<file path="src/rtl/zfetch_if.sv">
// Bus bundle for the depth-fetch stage: fragment input, z-test output and
// the Avalon-MM read master. The slave modport is the zfetch view; the
// master modport is the surrounding environment (rasterizer, z-test, memory).
interface zfetch_if;
  logic        frag_valid;
  logic [25:0] frag_addr;
  logic [23:0] frag_color;
  logic [31:0] frag_depth;
  logic        frag_done;
  logic        stall_out;
  logic        stall_in;
  logic        out_valid;
  logic [25:0] addr_out;
  logic [31:0] color_out;
  logic [31:0] old_depth_out;
  logic [31:0] new_depth_out;
  logic        done_out;
  logic [25:0] master_address;
  logic        master_read;
  logic        master_write;
  logic [3:0]  master_byteenable;
  logic [31:0] master_writedata;
  logic [31:0] master_readdata;
  logic        master_readdatavalid;
  logic        master_waitrequest;

  modport slave (
    input  frag_valid, frag_addr, frag_color, frag_depth, frag_done, stall_in,
    input  master_readdata, master_readdatavalid, master_waitrequest,
    output stall_out, out_valid, addr_out, color_out, old_depth_out,
    output new_depth_out, done_out,
    output master_address, master_read, master_write, master_byteenable,
    output master_writedata
  );

  modport master (
    output frag_valid, frag_addr, frag_color, frag_depth, frag_done, stall_in,
    output master_readdata, master_readdatavalid, master_waitrequest,
    input  stall_out, out_valid, addr_out, color_out, old_depth_out,
    input  new_depth_out, done_out,
    input  master_address, master_read, master_write, master_byteenable,
    input  master_writedata
  );
endinterface

</file>
<file path="src/rtl/zfetch.sv">
// Depth-fetch stage ahead of the z-test. Each accepted fragment is parked in
// a small pending FIFO while its stored depth word is read over Avalon-MM;
// read responses come back in issue order and pop the FIFO head, so the
// fragment and its old depth are forwarded together one cycle later.
module zfetch #(
  parameter int MAX_OUTSTANDING = 4,
  parameter int DEPTH_OFFSET    = 4
) (
  input logic      clock,
  input logic      reset,
  zfetch_if.slave  bus
);

  localparam int PTR_W = (MAX_OUTSTANDING > 1) ? $clog2(MAX_OUTSTANDING) : 1;
  localparam int CNT_W = PTR_W + 1;
  localparam logic [CNT_W-1:0] FULL = CNT_W'(MAX_OUTSTANDING);

  localparam logic [0:0] S_IDLE = 1'b0;
  localparam logic [0:0] S_READ = 1'b1;

  logic [0:0]       state;
  logic [PTR_W-1:0] wr_ptr;
  logic [PTR_W-1:0] rd_ptr;
  logic [CNT_W-1:0] count;

  logic [25:0] fifo_addr  [MAX_OUTSTANDING];
  logic [23:0] fifo_color [MAX_OUTSTANDING];
  logic [31:0] fifo_depth [MAX_OUTSTANDING];
  logic        fifo_done  [MAX_OUTSTANDING];

  logic        rd_p0;
  logic [25:0] addr_p0;

  logic        vld_p1;
  logic [25:0] addr_p1;
  logic [23:0] color_p1;
  logic [31:0] old_p1;
  logic [31:0] new_p1;
  logic        done_p1;

  logic stall;
  logic accept;
  logic pop;

  // A read in progress or a full FIFO holds off the rasterizer, as does a
  // half-full z-test FIFO; reads already in flight are covered by its slack.
  assign stall  = (state == S_READ) | (count == FULL) | bus.stall_in;
  assign accept = bus.frag_valid & ~stall;
  // A response with nothing pending is a leftover from before a reset.
  assign pop    = bus.master_readdatavalid & (count != '0);

  // Stage p0: issue one Avalon read per accepted fragment, held under waitrequest.
  always_ff @(posedge clock or negedge reset) begin
    if (!reset) begin
      state   <= S_IDLE;
      rd_p0   <= 1'b0;
      addr_p0 <= '0;
    end else begin
      case (state)
        S_IDLE: begin
          if (accept) begin
            addr_p0 <= bus.frag_addr + 26'(DEPTH_OFFSET);
            rd_p0   <= 1'b1;
            state   <= S_READ;
          end
        end
        S_READ: begin
          if (!bus.master_waitrequest) begin
            rd_p0 <= 1'b0;
            state <= S_IDLE;
          end
        end
        default: state <= S_IDLE;
      endcase
    end
  end

  // Pending FIFO pointers and occupancy; a same-cycle push and pop cancel out.
  always_ff @(posedge clock or negedge reset) begin
    if (!reset) begin
      wr_ptr <= '0;
      rd_ptr <= '0;
      count  <= '0;
    end else begin
      if (accept) wr_ptr <= wr_ptr + PTR_W'(1);
      if (pop)    rd_ptr <= rd_ptr + PTR_W'(1);
      case ({accept, pop})
        2'b10:   count <= count + CNT_W'(1);
        2'b01:   count <= count - CNT_W'(1);
        default: count <= count;
      endcase
    end
  end

  // Pending FIFO storage: fragment attributes waiting for their depth word.
  always_ff @(posedge clock) begin
    if (accept) begin
      fifo_addr[wr_ptr]  <= bus.frag_addr;
      fifo_color[wr_ptr] <= bus.frag_color;
      fifo_depth[wr_ptr] <= bus.frag_depth;
      fifo_done[wr_ptr]  <= bus.frag_done;
    end
  end

  // Stage p1: pair the returning depth with the FIFO head; data holds between pulses.
  always_ff @(posedge clock or negedge reset) begin
    if (!reset) begin
      vld_p1   <= 1'b0;
      addr_p1  <= '0;
      color_p1 <= '0;
      old_p1   <= '0;
      new_p1   <= '0;
      done_p1  <= 1'b0;
    end else begin
      vld_p1 <= pop;
      if (pop) begin
        addr_p1  <= fifo_addr[rd_ptr];
        color_p1 <= fifo_color[rd_ptr];
        old_p1   <= bus.master_readdata;
        new_p1   <= fifo_depth[rd_ptr];
        done_p1  <= fifo_done[rd_ptr];
      end
    end
  end

  assign bus.stall_out         = stall;
  assign bus.master_address    = addr_p0;
  assign bus.master_read       = rd_p0;
  assign bus.master_write      = 1'b0;
  assign bus.master_byteenable = 4'b1111;
  assign bus.master_writedata  = 32'h0;

  assign bus.out_valid     = vld_p1;
  assign bus.addr_out      = addr_p1;
  assign bus.color_out     = {8'h00, color_p1};
  assign bus.old_depth_out = old_p1;
  assign bus.new_depth_out = new_p1;
  assign bus.done_out      = done_p1;

endmodule

</file>
<file path="src/flat_wrapper.sv">
// flat-port wrapper written by rule: the top's interface ports become plain ports
module zfetch_flat 
#(
  parameter int MAX_OUTSTANDING = 4,
  parameter int DEPTH_OFFSET    = 4
)
  (clock, reset, bus_frag_valid, bus_frag_addr, bus_frag_color, bus_frag_depth, bus_frag_done, bus_stall_in, bus_master_readdata, bus_master_readdatavalid, bus_master_waitrequest, bus_stall_out, bus_out_valid, bus_addr_out, bus_color_out, bus_old_depth_out, bus_new_depth_out, bus_done_out, bus_master_address, bus_master_read, bus_master_write, bus_master_byteenable, bus_master_writedata);
  zfetch_if bus_i ();
  input logic clock;
  input logic reset;
  input wire logic [$bits(bus_i.frag_valid)-1:0] bus_frag_valid;
  input wire logic [$bits(bus_i.frag_addr)-1:0] bus_frag_addr;
  input wire logic [$bits(bus_i.frag_color)-1:0] bus_frag_color;
  input wire logic [$bits(bus_i.frag_depth)-1:0] bus_frag_depth;
  input wire logic [$bits(bus_i.frag_done)-1:0] bus_frag_done;
  input wire logic [$bits(bus_i.stall_in)-1:0] bus_stall_in;
  input wire logic [$bits(bus_i.master_readdata)-1:0] bus_master_readdata;
  input wire logic [$bits(bus_i.master_readdatavalid)-1:0] bus_master_readdatavalid;
  input wire logic [$bits(bus_i.master_waitrequest)-1:0] bus_master_waitrequest;
  output wire logic [$bits(bus_i.stall_out)-1:0] bus_stall_out;
  output wire logic [$bits(bus_i.out_valid)-1:0] bus_out_valid;
  output wire logic [$bits(bus_i.addr_out)-1:0] bus_addr_out;
  output wire logic [$bits(bus_i.color_out)-1:0] bus_color_out;
  output wire logic [$bits(bus_i.old_depth_out)-1:0] bus_old_depth_out;
  output wire logic [$bits(bus_i.new_depth_out)-1:0] bus_new_depth_out;
  output wire logic [$bits(bus_i.done_out)-1:0] bus_done_out;
  output wire logic [$bits(bus_i.master_address)-1:0] bus_master_address;
  output wire logic [$bits(bus_i.master_read)-1:0] bus_master_read;
  output wire logic [$bits(bus_i.master_write)-1:0] bus_master_write;
  output wire logic [$bits(bus_i.master_byteenable)-1:0] bus_master_byteenable;
  output wire logic [$bits(bus_i.master_writedata)-1:0] bus_master_writedata;
  assign bus_i.frag_valid = bus_frag_valid;
  assign bus_i.frag_addr = bus_frag_addr;
  assign bus_i.frag_color = bus_frag_color;
  assign bus_i.frag_depth = bus_frag_depth;
  assign bus_i.frag_done = bus_frag_done;
  assign bus_i.stall_in = bus_stall_in;
  assign bus_i.master_readdata = bus_master_readdata;
  assign bus_i.master_readdatavalid = bus_master_readdatavalid;
  assign bus_i.master_waitrequest = bus_master_waitrequest;
  assign bus_stall_out = bus_i.stall_out;
  assign bus_out_valid = bus_i.out_valid;
  assign bus_addr_out = bus_i.addr_out;
  assign bus_color_out = bus_i.color_out;
  assign bus_old_depth_out = bus_i.old_depth_out;
  assign bus_new_depth_out = bus_i.new_depth_out;
  assign bus_done_out = bus_i.done_out;
  assign bus_master_address = bus_i.master_address;
  assign bus_master_read = bus_i.master_read;
  assign bus_master_write = bus_i.master_write;
  assign bus_master_byteenable = bus_i.master_byteenable;
  assign bus_master_writedata = bus_i.master_writedata;
  zfetch #(.MAX_OUTSTANDING(MAX_OUTSTANDING), .DEPTH_OFFSET(DEPTH_OFFSET)) u_core (.clock(clock), .reset(reset), .bus(bus_i));
endmodule
</file>
<file path="config.mk">
export PLATFORM = sky130hd
export DESIGN_NAME = zfetch_flat
export DESIGN_NICKNAME = d
export VERILOG_FILES = /design/src/rtl/zfetch_if.sv /design/src/rtl/zfetch.sv /design/src/flat_wrapper.sv
export SDC_FILE = /design/constraint.sdc
export NUM_CORES = 1
export LEC_CHECK = 0
export ABC_AREA = 1
export BUFFER_PORTS_ARGS = -buffer_cell sky130_fd_sc_hd__buf_2
export CAP_MARGIN = 10
export CORE_UTILIZATION = 51
export DETAILED_ROUTE_END_ITERATION = 10
export PLACE_DENSITY = 0.76
export SLEW_MARGIN = 20
export SYNTH_ARGS = -nofsm -noshare
export SYNTH_HDL_FRONTEND = slang
export SYNTH_SLANG_ARGS = --single-unit
export TNS_END_PERCENT = 100
</file>
<file path="constraint.sdc">
create_clock -name clock -period 5.04 [get_ports clock]
set_input_delay 1.008 -clock clock [delete_from_list [all_inputs] [get_ports clock]]
set_output_delay 1.008 -clock clock [all_outputs]
set_load 0.02 [all_outputs]
</file>
Word-level counts from Yosys, hierarchy flattened
Memories as Yosys holds them, arrays and structs flattened. A register that Yosys moved wholly into a read port is not among the register bits.
Index checks and enable logic that the tools add are counted.
{"block": "op_classes", "eq_ne": 5, "order_cmp": 0, "shifts": 0, "n_bitwise": 6, "mul": 0, "mux": 8, "n_addsub": 5, "n_div": 0, "n_reduce_logical": 8}
{"op": "26-bit by 3-bit adder with 26-bit output (second input constant)", "n": 1}
{"op": "3-bit case mux with 2 select lines", "n": 1}
{"op": "1-bit two-way mux", "n": 5}
{"op": "2-bit by 1-bit adder with 2-bit output (second input constant)", "n": 2}
{"op": "1-bit zero test", "n": 4}
{"op": "1-bit case mux with 2 select lines", "n": 2}
{"op": "2-bit AND reduction", "n": 2}
{"op": "3-bit by 1-bit adder with 3-bit output (second input constant)", "n": 1}
{"op": "3-bit == test (second input constant)", "n": 1}
{"op": "3-bit nonzero test", "n": 1}
{"op": "3-bit by 1-bit subtractor with 3-bit output (second input constant)", "n": 1}
{"op": "1-bit AND", "n": 2}
{"op": "2-bit by 1-bit == test with 1-bit output (second input constant)", "n": 1}
{"op": "2-bit == test (second input constant)", "n": 1}
{"op": "2-bit by 1-bit inequality test with 1-bit output (second input constant)", "n": 1}
{"op": "2-bit inequality test (second input constant)", "n": 1}
{"op": "1-bit inverter", "n": 2}
{"op": "1-bit bitwise OR", "n": 2}
{"op": "2-bit nonzero test", "n": 1}
{"block": "word_totals", "reg_bits": 68, "inputBits": 121, "latch_bits": 0, "rom_bits": 0, "out_inout_bits": 189, "n_memories": 4, "ramBits": 332}
{"name": "u_core.fifo_depth", "words": 4, "width": 32, "read_ports": 1, "rd_ports_with_merged_regs": 1, "wr": 1, "line_no": "zfetch.sv:28", "rtl": "logic [31:0] fifo_depth [MAX_OUTSTANDING];"}
{"name": "u_core.fifo_addr", "words": 4, "width": 26, "read_ports": 1, "rd_ports_with_merged_regs": 1, "wr": 1, "line_no": "zfetch.sv:26", "rtl": "logic [25:0] fifo_addr [MAX_OUTSTANDING];"}
{"name": "u_core.fifo_color", "words": 4, "width": 24, "read_ports": 1, "rd_ports_with_merged_regs": 1, "wr": 1, "line_no": "zfetch.sv:27", "rtl": "logic [23:0] fifo_color [MAX_OUTSTANDING];"}
{"name": "u_core.fifo_done", "words": 4, "width": 1, "read_ports": 1, "rd_ports_with_merged_regs": 1, "wr": 1, "line_no": "zfetch.sv:29", "rtl": "logic fifo_done [MAX_OUTSTANDING];"}

Depth between registers and ports, before layout
Gate-level depths: netlist (run 1).
{"block": "depth", "word_depth": 7, "ltp_mapped": 10, "mapped_depth_nobuf": 9}

Least setup slack after synthesis (run 1)
Ideal clock, no wire load.
{"block": "synth_path", "path_kind": "input port to flip-flop", "startpoint": "input bus_stall_in", "endpoint": "memory u_core.fifo_addr[0][0], enable pin", "path_buffers": 1, "t_arrival_ns": 5.005, "setup_ns": 0.525, "path_stages": 4, "setup_slack_ns": -0.491, "t_required_ns": 4.515, "path_cell_list": "nor2_1 -> nand3_2 -> buf_1 -> nor2_1"}
{"block": "synth_via", "elab_chain_cells": 5}
{"item": "start, declared", "line_no": "flat_wrapper.sv:16", "rtl": "input wire logic [$bits(bus_i.stall_in)-1:0] bus_stall_in;"}
{"item": "1-bit bitwise OR", "line_no": "zfetch.sv:47", "rtl": "assign stall = (state == S_READ) | (count == FULL) | bus.stall_in;"}
{"item": "1-bit inverter", "line_no": "zfetch.sv:48", "rtl": "assign accept = bus.frag_valid & ~stall;"}
{"item": "1-bit AND", "line_no": "zfetch.sv:48"}
{"item": "1-bit two-way mux", "line_no": "zfetch.sv:97", "rtl": "if (accept) begin"}
{"item": "1-bit two-way mux (implied by the code)", "line_no": "zfetch.sv:98", "rtl": "fifo_addr[wr_ptr] <= bus.frag_addr;"}
{"item": "end, declared", "line_no": "zfetch.sv:26"}
Every way passes these cells.

==> results_dict.tcl, run 1 <==
set metrics [dict create \
    synth_edf_count 332 \
    gp_congestion 0.8375 \
    wl_met3_um 2974 \
    startpoint_type "register" \
    layout.cells.non_filler 2373 \
    status "finished, final reports clean" \
    cp_cell_sequence "buf_4, nor2_1, nor2_1, o21ai_0, a31oi_1" \
    rsz0062_at_grt "no" \
    cts-root-buf "clkbuf_16" \
    slew_viol_final 0 \
    antenna_found_initial 6 \
    dr.pass1.iters 5 \
    die_w_um 194.4 \
    met1_length_um 17510 \
    clk_pin_slew_worst_paths_ps 60 \
    grt_max_degree 201 \
    postRouteWirelength_um 42700 \
    finalHoldViolCount 0 \
    drv_cap 0 \
    wl_per_cell_um 17.99 \
    pin_count 310 \
    worstHoldPathType "reg2reg" \
    slowest_delay_ps 970 \
    totalPowerFinal_uw 12910 \
    cp_data_required_time_ps 5510 \
    ctsHoldBuffers 0 \
    cts_tree "built" \
    synth_flop_cell "edfxtp_1" \
    worst-path-max-fanout 95 \
    avgViaCountPerCell 5.282 \
    slew_headroom_pct 28.28 \
    yosysSeqAreaShare_pct 72.85 \
    critPathKind "reg2reg" \
    finalSetupViolCount 0 \
    top_layer_used "met4" \
    placed_cell_area_um2 20460 \
    layout_common_cells "nor2_1, edfxtp_1, buf_2, nand2_1, o21ai_0" \
    grt_pass1_vias 12197 \
    timing.hold.ws_ps 464.2 \
    grt_use_total_pct 22.57 \
    ant_nets 0 \
    max-clock-path-buffers 3 \
    syn-cell-area_um2 18870 \
    period_share_pct 54.93 \
    drive_gt1_share_pct 19.65 \
    port_buffers 264 \
    clock_sinks 483 \
    core_um2 36520 \
    grt_pass1_wl_um 66000 \
    vias 12535 \
    cp_slowest_cell "dfrtp_4" \
    htree_levels 2 \
    crit_path_frequent_cell "nor2_1" \
    worstSetupEndpointType "register" \
    overflow 0 \
    hpwl_um 24670 \
    async_flop_share_pct 31.26 \
    ys_seq_elements 483 \
    route.met2.wl_um 21190 \
    synthCells 1614 \
    die_h_um 194.4 \
    vdd_drop_max_v 0.0004465 \
    final_nets 1986 \
    power_density_nw_per_um2 586.6 \
    skew_ps 18.30 \
    fp.dieArea_um2 37780 \
    start_util_pct 51.68 \
    p_leak_uw 0.008698 \
    period_needed_ps 2768 \
    syn-mean-instance-area_um2 11.69 \
    drc 0 \
    timing.fmax_mhz 361.2 \
    design_area_um2 22020 \
    yosys_warnings 0 \
    crit_arrival_ps 3240 \
    cts_buffers 48 \
    post-place-cells 2276 \
    post_cts_resized 0 \
    tightest_slew_ps 1076 \
    num_rows 70 \
    final_common_cell "nor2_1" \
    syn_to_final_growth_pct 16.66 \
    clock_latency_ps 560 \
    drtIter0Drc 818 \
    post_cts_buffers 0 \
    synthDistinctLibCells 27 \
]
-- worst max-delay path: cells and delay by family (launching register included) --
kind	cells	cell delay, ps
AO/OA/AOI/OAI	2	380
AND/OR/NAND/NOR	2	350
buffers and inverters	1	940
flip-flops	1	970
-- power breakdown --
part / internal (µW) / switching, µW
Sequential: 5060 / 561
Clock: 1970 / 1460
Combinational: 1200 / 2660
Total: 8240 / 4680
-- final cells by class --
type / count / area (µm²)
clock inverters: 26 / 201.4
multi-input cells: 1010 / 4493
clock buffers: 64 / 1334
diodes: 7 / 17.52
well taps: 468 / 585.6
inverters: 33 / 130.1
fillers: 2860 / 14510
repair buffers: 282 / 1500
flip-flops and latches: 483 / 13760
-- stage by stage --
stage / setup slack [ps] / utilization, % / TNS, ps
finish: 2272 / 60.28 / 0
global route: 2042 / 60.26 / 0
CTS: 2255 / 60.23 / 0
detailed placement: 1927 / 56.03 / 0
global placement: 1957 / 56.03 / 0
floorplan: -490.8 / - / -162960
-- per-layer routing --
metal / up-vias / track usage (%)
li1: 5946 / -
met1: 6050 / 28.60
met2: 462 / 38.61
met3: 77 / 4.945
met4: 0 / 7.584
met5: - / 0
-- sequential cells by signal, summed over array words and instances, names as in the netlist, 3 cells and up --
name,cells
u_core.bus.addr_out,26
u_core.bus.master_address,26
u_core.fifo_color,96
u_core.fifo_depth,128
u_core.fifo_addr,104
u_core.count,3
u_core.bus.old_depth_out,32
u_core.fifo_done,4
u_core.bus.new_depth_out,32
u_core.color_p1,24
-- cells in the mapped netlist (6+ instances only) --
master / n / share of area (%)
buf_1: 14 / 0.28
nand2_1: 201 / 4.0
inv_1: 28 / 0.56
nand3_1: 26 / 0.69
edfxtp_1: 332 / 53
buf_4: 47 / 1.9
xor2_1: 8 / 0.37
a31oi_1: 84 / 2.8
clkbuf_1: 26 / 0.52
dfrtp_1: 151 / 20
nor2_1: 441 / 8.8
ha_1: 6 / 0.40
buf_2: 44 / 1.2
o21ai_0: 177 / 4.7
-- final timing paths --
kind,slack (ps),end,cells after the start,startpoint
min in group asynchronous,510,u_core.bus.master_address[14],1,reset
hold / removal,460,u_core.bus.old_depth_out[23],2,u_core.bus.old_depth_out[23]
hold reg to reg,460,u_core.bus.old_depth_out[23],2,u_core.bus.old_depth_out[23]
max in group asynchronous,3590,u_core.bus.new_depth_out[24],2,reset
setup / recovery,2270,u_core.bus.addr_out[22],5,u_core.rd_ptr[0]
setup reg to reg,2270,u_core.bus.addr_out[22],5,u_core.rd_ptr[0]
-- kinds of logic after synthesis --
logic type / Yosys count / synth area share, %
other: 2 / 0.03979
XOR/XNOR: 11 / 0.5105
flip-flops: 483 / 72.85
buffers and inverters: 164 / 4.488
AO/OA/AOI/OAI: 267 / 7.737
AND/OR/NAND/NOR: 680 / 13.88
adder cells (fa/ha/maj): 7 / 0.5038
(Power assumes the default switching activity.)
==> run 2, diff against run 1 <==
Settings changed: CORE_UTILIZATION 51 to 56, PLACE_DENSITY 0.76 to 0.79.
Clock period 5.04 ns to 2.69 ns, I/O delays scaled along.
==> run 2 against run 1 <==
Effect of this change: utilization is 7.3 points higher; critical path type unchanged; highest routed layer is now met5; cell area is 0.88% higher; sequential power is 83% higher; maximum frequency is 28% higher.
==> results_dict.tcl, run 2 (same netlist as run 1, synthesis figures left out) <==
set metrics [dict create \
    min_to "u_core.bus.old_depth_out[0]" \
    cts-root-buf "clkbuf_16" \
    final_common_cell "nor2_1" \
    drive_gt1_share_pct 19.93 \
    cts_tree "built" \
    crit_arrival_ps 2580 \
    status "finished, final reports clean" \
    postRouteWirelength_um 42910 \
    layout.cells.non_filler 2355 \
    clock_latency_ps 560 \
    worst-path-max-fanout 6 \
    drtIter0Drc 943 \
    holdPathStages 3 \
    cp_slowest_cell "dfrtp_1" \
    syn_to_final_growth_pct 17.69 \
    cp_cell_sequence "inv_2, nand3_1, nand3_2, ha_1, inv_1, fa_1, a21oi_1, o21ai_0, xor2_1" \
    die_h_um 185.6 \
    finalHoldViolCount 0 \
    slowest_delay_ps 440 \
    vias 12790 \
    worst_slack_ps 532.8 \
    critPathBufInv 2 \
    drc 0 \
    port_buffers 264 \
    worstHoldPathType "in2reg" \
    r2r_end "u_core.count[2]" \
    htree_levels 2 \
    tightest_slew_ps 926.2 \
    layout_common_cells "nor2_1, edfxtp_1, buf_2, nand2_1, o21ai_0" \
    clock_sinks 483 \
    timing.fmax_mhz 463.6 \
    grt_pass1_vias 12235 \
    startpoint_type "register" \
    largest-register "u_core.fifo_depth" \
    finalSetupViolCount 0 \
    post_cts_resized 0 \
    cts_buffers 48 \
    cp_data_required_time_ps 3110 \
    fillers 2308 \
    totalPowerFinal_uw 24480 \
    largest_reg_flops 128 \
    avgViaCountPerCell 5.431 \
    fp.dieArea_um2 34440 \
    period_needed_ps 2157 \
    clk_pin_slew_worst_paths_ps 60 \
    vdd_drop_max_v 0.0006286 \
    antenna_found_initial 7 \
    rsz0062_at_grt "no" \
    overflow 0 \
    post-place-cells 2259 \
    post_cts_buffers 0 \
    slew_viol_final 0 \
    ctsHoldBuffers 1 \
    r2r_cells 9 \
    timing.hold.ws_ps 180.8 \
    die_w_um 185.6 \
    place_ws_ps 488.5 \
    power_density_nw_per_um2 1102 \
    top_regs "u_core.fifo_depth: 128 flops, u_core.fifo_addr: 104 flops, u_core.fifo_color: 96 flops" \
    drv_cap 0 \
    critPathKind "reg2reg" \
    critical-path-top-delay-family "adder cells" \
    worstSetupEndpointType "register" \
    grt_pass1_wl_um 65480 \
    period_share_pct 80.19 \
    wl_per_cell_um 18.22 \
    finalSetupTns_ps 0 \
    core_um2 32870 \
    gp_congestion 0.8276 \
    grt_max_degree 201 \
    rr_startpoint "u_core.count[0]" \
    r2r_slack_ps 530 \
    final_nets 1996 \
    skew_ps 29.20 \
    max-clock-path-buffers 3 \
    p_leak_uw 0.008803 \
    slew_headroom_pct 38.26 \
    min_from "bus_master_readdata[0]" \
    start_util_pct 57.42 \
    pin_count 310 \
    grt_use_total_pct 24.87 \
    dr.pass1.iters 7 \
    num_rows 66 \
    ant_nets 0 \
    hpwl_um 24800 \
]
==> run 2: changes by cell type in the layout (fill, tap and decap cells not counted), moves of 2 or more <==
cell,change
clkbuf_1,+4
buf_4,-2
clkinv_2,-2
clkinvlp_4,-4
buf_12,+11
clkbuf_8,+4
clkinv_1,-3
==> run 2: power by group <==
part	switching, µW	leakage [µW]	total [µW]	internal, µW
sequential	831	0.00476	10300	9480
combinational	5310	0.00329	7690	2380
clock	2710	0.000759	6470	3750
==> run 2: final cells by class <==
cell class	instances	area (µm²)	share of cell area [%]
repair buffers	292	1715	7.723
flip-flops and latches	483	13760	61.93
diodes	6	15.01	0.06760
multi-input cells	1010	4493	20.23
inverters	33	127.6	0.5746
clock inverters	18	172.7	0.7774
well taps	442	553.0	2.490
clock buffers	71	1379	6.208
==> run 2: metal layers <==
layer | global-route usage, % | up-vias | wire length [µm] | share of wire, %
li1 | - | 5952 | - | -
met3 | 6.457 | 79 | 3940 | 9.2
met4 | 8.164 | 2 | 1039 | 2.4
met2 | 42.94 | 579 | 21260 | 50
met5 | 0 | - | 10 | 0.023
met1 | 30.50 | 6178 | 16670 | 39
==> run 2: stage by stage <==
stage | utilization (%) | instance area (µm²)
2_1_floorplan | - | 19070
3_3_place_gp | 62.78 | 20630
3_5_place_dp | 62.78 | 20630
4_1_cts | 67.53 | 22200
5_1_grt | 67.57 | 22210
6_report | 67.58 | 22210
==> run 2: worst max path at each step <==
stage	endpoint	from	depth (start not counted)	slack (ps)
after floorplan	u_core.fifo_addr[0][0]	bus_stall_in	4	10
after global placement	u_core.fifo_color[3][18]	bus_stall_in	5	480
after detailed placement	u_core.fifo_color[3][18]	bus_stall_in	5	490
after CTS	u_core.count[2]	u_core.count[0]	9	530
after global routing	u_core.count[2]	u_core.count[0]	9	380
final	u_core.count[2]	u_core.count[0]	9	530
==> run 2: worst min-delay path, stage by stage <==
cell and delay [ps]:
buf_2 80, nand2_1 40, nand2_1 60
==> run 3, diff against run 2 <==
Settings changed: ABC_AREA 1 to 0, CORE_UTILIZATION 56 to 51, PLACE_DENSITY 0.79 to 0.76.
Clock period 2.69 ns to 1.95 ns, I/O delays scaled along.
==> run 3 against run 2 <==
Effect of this change: non-clock buffer count rose by 32; clock-buffer cell count rose by 2; synthesized area fell by 2.5%; synthesized cell count fell by 28%; total power rose by 36%; utilization fell by 4.7 points; clock skew fell by 8.1 ps; register-to-register slack got worse by 490 ps; critical path depth did not move; critical endpoint unchanged; die area rose by 7.0%; maximum frequency rose by 13%; global-route usage fell by 3.6 points.
==> results_dict.tcl, run 3 <==
set metrics [dict create \
    critPathLaunch "u_core.count[0]" \
    synthCells 1161 \
    grt_pass1_wl_um 58570 \
    min_from "bus_master_readdata[25]" \
    port_buffers 264 \
    die_w_um 191.9 \
    start_util_pct 51.73 \
    worst-path-max-fanout 2 \
    p_seq_share_pct 42.5 \
    grt_pass1_vias 10633 \
    place_ws_ps -179.4 \
    synth_compound_area_share_pct 1.068 \
    rr_startpoint "u_core.count[0]" \
    worstSetupEndpointType "register" \
    synthDistinctLibCells 34 \
    overflow 0 \
    synth_area_leaders "edfxtp_1, dfrtp_1, mux4_2" \
    power_switching_uw 10510 \
    startpoint_type "register" \
    antenna_found_initial 4 \
    die_h_um 191.9 \
    pin_count 310 \
    max-clock-path-buffers 3 \
    cts_buffers 48 \
    wl_per_cell_um 19.51 \
    synth_top_area_cell "edfxtp_1" \
    postRouteWirelength_um 38730 \
    grt_max_degree 117 \
    holdPathStages 3 \
    drive_gt1_share_pct 32.44 \
    top_regs "u_core.fifo_depth: 128 flops, u_core.fifo_addr: 104 flops, u_core.fifo_color: 96 flops" \
    dr.pass1.iters 5 \
    min_to "u_core.bus.old_depth_out[25]" \
    skew_ps 21.12 \
    period_share_pct 97.98 \
    yosysSeqAreaShare_pct 74.72 \
    hpwl_um 23190 \
    layout_common_cells "nand2_1, edfxtp_1, buf_2, dfrtp_1, mux4_2" \
    drtIter0Drc 547 \
    cp_data_required_time_ps 2430 \
    largest-register "u_core.fifo_depth" \
    timing.fmax_mhz 523.4 \
    fp.dieArea_um2 36840 \
    slew_viol_final 0 \
    worst_slack_ps 39.42 \
    final_common_cell "nand2_1" \
    crit_arrival_ps 2390 \
    p_leak_uw 0.009076 \
    avgViaCountPerCell 5.268 \
    p_int_uw 22660 \
    finalSetupViolCount 0 \
    clock_power_share_pct 28.4 \
    synthSimpleGateAreaFrac_pct 9.079 \
    cts_tree "built" \
    r2r_slack_ps 40 \
    drv_cap 0 \
    power_frac_comb_pct 29.2 \
    syn_to_final_growth_pct 21.48 \
    final_nets 1611 \
    grt_use_total_pct 21.24 \
    yosys.area_share.adder_pct 0.5168 \
    rsz0062_at_grt "yes" \
    critPathKind "reg2reg" \
    finalHoldViolCount 0 \
    largest_reg_flops 128 \
    clk_pin_slew_worst_paths_ps 60 \
    cts-root-buf "clkbuf_16" \
    htree_levels 2 \
    synth_edf_count 332 \
    status "finished, final reports clean" \
    power_density_nw_per_um2 1484 \
    syn-mean-instance-area_um2 15.85 \
    clock_sinks 483 \
    syn-cell-area_um2 18400 \
    vias 10456 \
    period_needed_ps 1911 \
    synth_flop_cell "edfxtp_1" \
    tightest_slew_ps 623.7 \
    yosys.area_share.xor_xnor_pct 0.9997 \
    ys_seq_elements 483 \
    r2r_cells 9 \
    vdd_drop_max_v 0.001107 \
    worstHoldPathType "in2reg" \
    ant_nets 0 \
    fillers 2643 \
    drc 0 \
    yosys_warnings 0 \
    async_flop_share_pct 31.26 \
    synthTopCellsByCount "nand2_1, edfxtp_1, dfrtp_1, mux4_2, buf_4" \
    synth_top_area_share_pct 54.19 \
    slew_headroom_pct 58.42 \
    num_rows 69 \
    gp_congestion 0.8521 \
    finalSetupTns_ps 0 \
    synth_top_family_by_area "multiplexers" \
    r2r_end "u_core.count[2]" \
    synth.most_common_cell "nand2_1" \
    totalPowerFinal_uw 33170 \
    clock_latency_ps 560 \
    netSwitchingFraction_pct 31.69 \
    synthMuxAreaShare_pct 10.40 \
    core_um2 35570 \
]
-- run 3: cell count changes after synthesis, sizes merged, moves of 19 or more --
cell	previous run	this run
inv	33	11
buf	105	62
nor2	444	28
a31oi	84	7
o21ai	177	8
nand3	27	8
nand2	201	355
mux4	0	83
-- run 3: worst max path at each step --
stage	depth (start not counted)	to	slack, ps
2_1_floorplan	9	u_core.count[2]	9
3_3_place_gp	5	u_core.bus.master_address[19]	-90
3_5_place_dp	5	u_core.bus.master_address[25]	-180
4_1_cts	3	bus_stall_out	5
5_1_grt	9	u_core.count[2]	-20
6_report	9	u_core.count[2]	40
-- run 3: area by class of cell --
type	instances	area [µm²]	share of cell area, %
multi-input combinational	615	4294	19.21
tap	461	576.8	2.581
timing repair buffer	324	2039	9.125
inverter	11	46.29	0.2071
sequential	483	13760	61.54
clock buffer	73	1418	6.342
clock inverter	17	219.0	0.9796
antenna	1	2.502	0.01120
-- run 3: stage by stage --
step                hold slack (ps)  instance area, µm²  cells  util [%]
global placement              315.8               20620   1888     57.96
floorplan                     94.41               18620   1204         -
global route                  18.18               22350   1985     62.84
finish                        35.75               22350   1985     62.84
CTS                           2.253               22310   1982     62.73
detailed placement            320.3               20620   1888     57.96
-- run 3: cells by family after synthesis --
family	count (synthesis)
other cells	2
simple gates	420
compound gates	35
buf+inv	106
mux	87
xor+xnor	21
flops	483
fa+ha+maj	7
-- run 3: worst max-delay path, cell delays in order, from the launching register on --
cell	delay (ps)
dfrtp_1	380
buf_4	140
o311a_4	320
inv_4	70
ha_4	130
inv_2	40
fa_2	370
xor2_1	140
nor2_1	110
xnor2_1	130
-- run 3: power groups by stage --
stage | Combinational (µW) | Clock [µW] | Sequential (µW)
detailed placement | 9730 | 0 | 14200
finish | 9680 | 9410 | 14100
floorplan | 4720 | 0 | 15700
global route | 10600 | 9980 | 14300
global placement | 9550 | 0 | 14200
CTS | 9840 | 9590 | 14100
-- run 3: routing by layer --
layer / vias to the layer above / wire [µm] / track usage [%]
met5: - / 43 / 0
met4: 6 / 813 / 6.227
met3: 63 / 2574 / 4.568
met2: 377 / 19460 / 36.24
met1: 5270 / 15840 / 27.39
li1: 4740 / - / -
-- run 3: timing repair --
action                                 4_1_cts  5_1_grt
cloned                                       0        0
setup endpoints to repair                    1       23
buffers inserted                             0        2
hold buffers                                 4        0
endpoints found under the hold margin       33        0
pin swaps                                    0        3
gates resized for setup                      4        5
